$ cat config.mk
export PLATFORM = sky130hd
export DESIGN_NAME = imem_load_ctrl_flat
export DESIGN_NICKNAME = d
export VERILOG_FILES = /design/src/rtl/imem_load_ctrl_pkg.sv /design/src/rtl/imem_load_ctrl_if.sv /design/src/rtl/imem_load_ctrl.sv /design/src/flat_wrapper.sv
export SDC_FILE = /design/constraint.sdc
export NUM_CORES = 1
export LEC_CHECK = 0
export BUFFER_PORTS_ARGS = -buffer_cell sky130_fd_sc_hd__buf_2
export CAP_MARGIN = 20
export CORE_MARGIN = 2
export CORE_UTILIZATION = 40
export CTS_BUF_LIST = sky130_fd_sc_hd__clkbuf_4
export CTS_CLUSTER_SIZE = 12
export DETAILED_ROUTE_END_ITERATION = 12
export PLACE_DENSITY = 0.68
export SLEW_MARGIN = 30
export SYNTH_ARGS = -nofsm -noshare
export SYNTH_HDL_FRONTEND = slang
export SYNTH_SLANG_ARGS = --single-unit
export TNS_END_PERCENT = 5
$ cat constraint.sdc
create_clock -name clk -period 2.2 [get_ports clk]
set_clock_uncertainty 0.1 [all_clocks]
set_input_delay 0.22 -clock clk [delete_from_list [all_inputs] [get_ports clk]]
set_output_delay 0.22 -clock clk [all_outputs]
set_load 0.05 [all_outputs]
$ cat src/rtl/imem_load_ctrl_pkg.sv
// Shared types and sizing for the instruction-memory load controller.
package imem_load_ctrl_pkg;

  localparam int IMEM_DEPTH = 2048;
  localparam int INSTR_W    = 17;
  localparam int IMEM_IDX_W = $clog2(IMEM_DEPTH);
  localparam int CPU_ADDR_W = 16;

  typedef enum logic [2:0] {
    IDLE,
    LOAD,
    DRAIN,
    RUN,
    ERR
  } imem_ld_state_t;

endpackage

$ cat src/rtl/imem_load_ctrl_if.sv
// Bundle of loader, fetch and IM-port signals around the load controller.
interface imem_load_ctrl_if;
  import imem_load_ctrl_pkg::*;

  logic                  start_load;
  logic                  ld_valid;
  logic [INSTR_W-1:0]    ld_data;
  logic                  ld_last;
  logic                  ld_ready;
  logic [CPU_ADDR_W-1:0] cpu_addr;
  logic                  cpu_rd_en;
  logic                  cpu_stall;
  logic                  mem_rd_en;
  logic [CPU_ADDR_W-1:0] mem_rd_addr;
  logic                  mem_we;
  logic [IMEM_IDX_W-1:0] mem_wr_addr;
  logic [INSTR_W-1:0]    mem_wr_data;
  logic                  load_done;
  logic                  load_err;
  logic [IMEM_IDX_W:0]   word_count;

  // Controller side: consumes loader/fetch requests, drives the IM port and status.
  modport master (
    input  start_load, ld_valid, ld_data, ld_last, cpu_addr, cpu_rd_en,
    output ld_ready, cpu_stall, mem_rd_en, mem_rd_addr, mem_we, mem_wr_addr,
           mem_wr_data, load_done, load_err, word_count
  );

  // Environment side: loader, CPU fetch stage and IM array.
  modport slave (
    output start_load, ld_valid, ld_data, ld_last, cpu_addr, cpu_rd_en,
    input  ld_ready, cpu_stall, mem_rd_en, mem_rd_addr, mem_we, mem_wr_addr,
           mem_wr_data, load_done, load_err, word_count
  );

endinterface

$ cat src/rtl/imem_load_ctrl.sv
// Instruction-memory load controller: streams loader words into sequential IM
// addresses while the CPU is stalled, then hands the read port to fetch.
module imem_load_ctrl
  import imem_load_ctrl_pkg::*;
(
  input  logic clk,
  input  logic rst,
  imem_load_ctrl_if.master bus
);

  localparam logic [IMEM_IDX_W-1:0] PTR_LAST = IMEM_IDX_W'(IMEM_DEPTH - 1);

  imem_ld_state_t        state, state_nxt;
  logic [IMEM_IDX_W-1:0] wr_ptr;
  logic [IMEM_IDX_W:0]   word_cnt;
  logic                  we_q;
  logic [IMEM_IDX_W-1:0] wr_addr_q;
  logic [INSTR_W-1:0]    wr_data_q;
  logic                  done_q;
  logic                  err_q;
  logic                  accept;
  logic                  restart;

  assign accept  = bus.ld_valid && (state == LOAD);
  assign restart = bus.start_load && (state inside {IDLE, RUN, ERR});

  // State register.
  always_ff @(posedge clk) begin
    if (rst) state <= IDLE;
    else     state <= state_nxt;
  end

  // Next-state and the combinational handshake/stall/read-enable outputs.
  always_comb begin
    state_nxt     = state;
    bus.ld_ready  = 1'b0;
    bus.cpu_stall = 1'b1;
    bus.mem_rd_en = 1'b0;
    unique case (state)
      IDLE: begin
        if (bus.start_load) state_nxt = LOAD;
      end
      LOAD: begin
        bus.ld_ready = 1'b1;
        if (accept) begin
          if (bus.ld_last)             state_nxt = DRAIN;
          else if (wr_ptr == PTR_LAST) state_nxt = ERR;
        end
      end
      DRAIN: begin
        state_nxt = RUN;
      end
      RUN: begin
        if (bus.start_load) begin
          state_nxt = LOAD;
        end else begin
          bus.cpu_stall = 1'b0;
          bus.mem_rd_en = bus.cpu_rd_en;
        end
      end
      ERR: begin
        if (bus.start_load) state_nxt = LOAD;
      end
      default: state_nxt = IDLE;
    endcase
  end

  // Registered write port, pointers, counters and status flags.
  always_ff @(posedge clk) begin
    if (rst) begin
      wr_ptr    <= '0;
      word_cnt  <= '0;
      we_q      <= 1'b0;
      wr_addr_q <= '0;
      wr_data_q <= '0;
      done_q    <= 1'b0;
      err_q     <= 1'b0;
    end else begin
      we_q   <= 1'b0;
      done_q <= 1'b0;
      if (restart) begin
        wr_ptr   <= '0;
        word_cnt <= '0;
        err_q    <= 1'b0;
      end
      if (accept) begin
        we_q      <= 1'b1;
        wr_addr_q <= wr_ptr;
        wr_data_q <= bus.ld_data;
        wr_ptr    <= wr_ptr + 1'b1;
        word_cnt  <= word_cnt + 1'b1;
        if (!bus.ld_last && (wr_ptr == PTR_LAST)) err_q <= 1'b1;
      end
      if (state == DRAIN) done_q <= 1'b1;
    end
  end

  assign bus.mem_rd_addr = bus.cpu_addr;
  assign bus.mem_we      = we_q;
  assign bus.mem_wr_addr = wr_addr_q;
  assign bus.mem_wr_data = wr_data_q;
  assign bus.load_done   = done_q;
  assign bus.load_err    = err_q;
  assign bus.word_count  = word_cnt;

endmodule

$ cat src/flat_wrapper.sv
// flat-port wrapper written by rule: the top's interface ports become plain ports
module imem_load_ctrl_flat import imem_load_ctrl_pkg::*;
  (clk, rst, bus_start_load, bus_ld_valid, bus_ld_data, bus_ld_last, bus_cpu_addr, bus_cpu_rd_en, bus_ld_ready, bus_cpu_stall, bus_mem_rd_en, bus_mem_rd_addr, bus_mem_we, bus_mem_wr_addr, bus_mem_wr_data, bus_load_done, bus_load_err, bus_word_count);
  imem_load_ctrl_if bus_i ();
  input  logic clk;
  input  logic rst;
  input wire logic [$bits(bus_i.start_load)-1:0] bus_start_load;
  input wire logic [$bits(bus_i.ld_valid)-1:0] bus_ld_valid;
  input wire logic [$bits(bus_i.ld_data)-1:0] bus_ld_data;
  input wire logic [$bits(bus_i.ld_last)-1:0] bus_ld_last;
  input wire logic [$bits(bus_i.cpu_addr)-1:0] bus_cpu_addr;
  input wire logic [$bits(bus_i.cpu_rd_en)-1:0] bus_cpu_rd_en;
  output wire logic [$bits(bus_i.ld_ready)-1:0] bus_ld_ready;
  output wire logic [$bits(bus_i.cpu_stall)-1:0] bus_cpu_stall;
  output wire logic [$bits(bus_i.mem_rd_en)-1:0] bus_mem_rd_en;
  output wire logic [$bits(bus_i.mem_rd_addr)-1:0] bus_mem_rd_addr;
  output wire logic [$bits(bus_i.mem_we)-1:0] bus_mem_we;
  output wire logic [$bits(bus_i.mem_wr_addr)-1:0] bus_mem_wr_addr;
  output wire logic [$bits(bus_i.mem_wr_data)-1:0] bus_mem_wr_data;
  output wire logic [$bits(bus_i.load_done)-1:0] bus_load_done;
  output wire logic [$bits(bus_i.load_err)-1:0] bus_load_err;
  output wire logic [$bits(bus_i.word_count)-1:0] bus_word_count;
  assign bus_i.start_load = bus_start_load;
  assign bus_i.ld_valid = bus_ld_valid;
  assign bus_i.ld_data = bus_ld_data;
  assign bus_i.ld_last = bus_ld_last;
  assign bus_i.cpu_addr = bus_cpu_addr;
  assign bus_i.cpu_rd_en = bus_cpu_rd_en;
  assign bus_ld_ready = bus_i.ld_ready;
  assign bus_cpu_stall = bus_i.cpu_stall;
  assign bus_mem_rd_en = bus_i.mem_rd_en;
  assign bus_mem_rd_addr = bus_i.mem_rd_addr;
  assign bus_mem_we = bus_i.mem_we;
  assign bus_mem_wr_addr = bus_i.mem_wr_addr;
  assign bus_mem_wr_data = bus_i.mem_wr_data;
  assign bus_load_done = bus_i.load_done;
  assign bus_load_err = bus_i.load_err;
  assign bus_word_count = bus_i.word_count;
  imem_load_ctrl u_core (.clk(clk), .rst(rst), .bus(bus_i));
endmodule
==> reports/metrics.yaml <==
synthesis:
  synth_top_flop_cell: "dfxtp_1"
  synth_top_area_share_pct: 44.86
  ys_types: 40
  synth_area_mm2: 0.002544
  synth-async-reset-ratio_pct: 0
  yosysSeqAreaShare_pct: 44.86
  synth_edf_count: 0
  syn_area_per_cell_um2: 8.050
  synth_top_area_cell: "dfxtp_1"
  postSynthCellCount: 316
  synth.net_count: 357
  synth-seq-cells: 57
  synth.area.top_cells: "dfxtp_1 45%, nand2_1 11%, a21oi_1 8.3%, buf_4 5.6%, nor2_1 4.1%"
  yosys_warnings: 0
sta:
  hold_ws_ps: 43.27
  rsz0062_at_grt: "no"
  setup_tns_ps: 0
  worst_slew_pin_slew_ps: 603.6
  setup_viol_count_final: 0
  fin_ws_ps: 261.5
  period_share_pct: 88.11
  timing_hold_violations_final: 0
  period_needed_ps: 1938
  max_slew_margin_pct: 59.76
  fmax_ghz: 0.5159
  drv_slew: 0
placement:
  placed_cells: 434
  gp_congestion: 0.8497
  detailed_place.area_mm2: 0.002841
  dp_hpwl_um: 3913
  post-place-ws_ps: 282.4
  port_buffers: 68
clock_tree:
  ctsHoldBuffers: 17
  htree_levels: 3
  ctsResizeCount: 0
  root_buffer: "clkbuf_4"
  cts.sinks: 57
  insertion_delay_ps: 400
  post-cts-setup-buffers: 0
  cts_tree: "done"
  clk_path_buf_depth: 2
  numCtsBuffers: 9
  clkTransAtPathRegs_ps: 100
grt:
  grtUsageTotal_pct: 17.69
  grt_overflow_total: 0
  grt_util_met1_pct: 20.93
  use_met2_pct: 29.45
  grt_pass1_vias: 2252
  grt_max_degree: 31
  grt_pass1_wl_um: 10110
  antenna_found_initial: 0
  use_met3_pct: 7.221
  top_usage_layer: "met2"
power_and_ir_drop:
  cellInternalPower_mw: 1.533
  comb_power_share_pct: 27.3
  cellLeakagePower_nw: 1.289
  p_seq_share_pct: 47.2
  power.density_mw_per_mm2: 772.9
  switching_share_pct: 36.35
  power.switching_uw: 875.5
  power.total_mw: 2.409
  power_frac_clock_pct: 25.5
  ir_worst_vdd_v: 0.0004791
finish:
  synthToLayoutAreaGrowth_pct: 22.53
  layout-drive-gt1-share_pct: 24.87
  nNetsFinal: 426
  diodes: 0
  design_area_mm2: 0.003117
  nFillCells: 623
  seq_area_mm2: 0.001141
  multi_input_area_mm2: 0.001169
  postLayoutCoreUtil_pct: 49.94
  instances_no_fill: 467
flow_run:
  drv_cap: 0
critical_path:
  endpoint_kind: "register"
  critPathKind: "reg -> reg"
  arrival_ps: 2150
  path_max_fanout: 14
  critPathLaunchType: "register"
  cp.required_ps: 2420
hold_path:
  hold_path_class: "in -> reg"
floorplan:
  row_count: 29
  dieArea_mm2: 0.007013
  initial_utilization_pct: 40.76
  die_w_um: 83.75
  coreArea_mm2: 0.006241
  ios: 101
  die_y_um: 83.75
route:
  drt-wirelength-per-cell_um: 12.55
  via_per_inst: 5.109
  drtIter0Drc: 199
  ant_nets: 0
  remaining_drc_errors: 0
  drt-pass1-iter-count: 4
  via_count: 2386
  drt-total-wl_um: 5863
run_status:
  outcome: "complete, no violations"
registers in the layout, summed over array words and instances (netlist names):
name / flops
u_core.bus.mem_wr_data: 17
u_core.bus.word_count: 12
u_core.bus.mem_wr_addr: 11
u_core.wr_ptr: 11
u_core.state: 3
u_core.bus.load_done: 1
u_core.bus.load_err: 1
u_core.bus.mem_we: 1
path summary, 6_finish.rpt:
path	start	end	cells after the start	slack, ps
hold reg to reg	u_core.bus.mem_wr_addr[10]$_SDFFE_PP0P_	u_core.bus.mem_wr_addr[10]$_SDFFE_PP0P_	2	360
setup reg to reg	u_core.state[0]$_SDFFE_PP0P_	u_core.wr_ptr[4]$_SDFFE_PP0P_	5	260
setup / recovery	u_core.state[0]$_SDFFE_PP0P_	u_core.wr_ptr[4]$_SDFFE_PP0P_	5	260
hold / removal	bus_ld_last	u_core.state[1]$_SDFFE_PP0P_	3	40
cell families (layout without fill, tap and decap cells):
group           after synthesis  count (layout)  share of synthesized area, %
mux                           7               7                         3.050
simple gates                144             144                         27.10
flops                        57              57                         44.86
fa+ha+maj                     2               2                        0.9836
xor+xnor                      1               1                        0.3444
compound gates               64              64                         14.46
buf+inv                      41             115                         9.198
cell type report:
| cell class | instances | area share (%) |
|---|---|---|
| Tap cell | 77 | 3.091 |
| Multi-Input combinational cell | 218 | 37.49 |
| Clock buffer | 11 | 2.650 |
| Clock inverter | 5 | 0.7226 |
| Inverter | 6 | 0.7226 |
| Timing Repair Buffer | 93 | 18.71 |
| Sequential cell | 57 | 36.61 |
worst max-delay path, stage by stage (launching register included):
cell and delay (ps):
dfxtp_1 550, nor3b_2 330, and2_1 370, buf_4 260, a21oi_1 80, nor3_1 150
synth_stat cells (2+ instances only):
cell type   n
mux2_1      4
nand4_1     3
a311oi_1    3
and3_1      4
nand3b_1    4
o21ai_1     2
mux2_2      2
clkbuf_1    8
buf_2       7
nand2_1    75
o21ai_0     6
nor3_1      4
inv_1       6
or3_1       2
buf_4      19
a32oi_1     2
a211oi_1    2
nand3_1    10
nor2_1     28
and2_1      4
or4_1       2
a31oi_1     3
dfxtp_1    57
a21oi_1    42
ha_1        2
layer usage:
layer / vias up / part of all wire [%]
met2: 66 / 48
met3: 14 / 6.2
met5: - / 0
met4: 0 / 1.3
li1: 1196 / -
met1: 1110 / 44
cells in the final DEF (no fill, tap or decap), types with 3 or more instances in the layout:
master         Yosys  layout
mux2_1             4       4
a31oi_1            3       3
and3_1             4       4
o21ai_0            6       6
buf_2              7      68
dlygate4sd3_1      0      17
a311oi_1           3       3
buf_4             19       7
clkinv_2           0       3
nand3_1           10      10
nand3b_1           4       4
nand4_1            3       3
a21oi_1           42      42
dfxtp_1           57      57
inv_1              6       6
nor3_1             4       4
nand2_1           75      75
clkbuf_4           0      11
nor2_1            28      28
and2_1             4       4
power groups by stage:
stage / combinational, mW / sequential [mW] / clock (mW)
after global placement: 0.631 / 1.16 / 0
after CTS: 0.657 / 1.14 / 0.649
after detailed placement: 0.636 / 1.16 / 0
after floorplan: 0.438 / 1.28 / 0
final: 0.657 / 1.14 / 0.615
after global routing: 0.718 / 1.15 / 0.694
No activity file was read; power rests on OpenSTA's default activity.
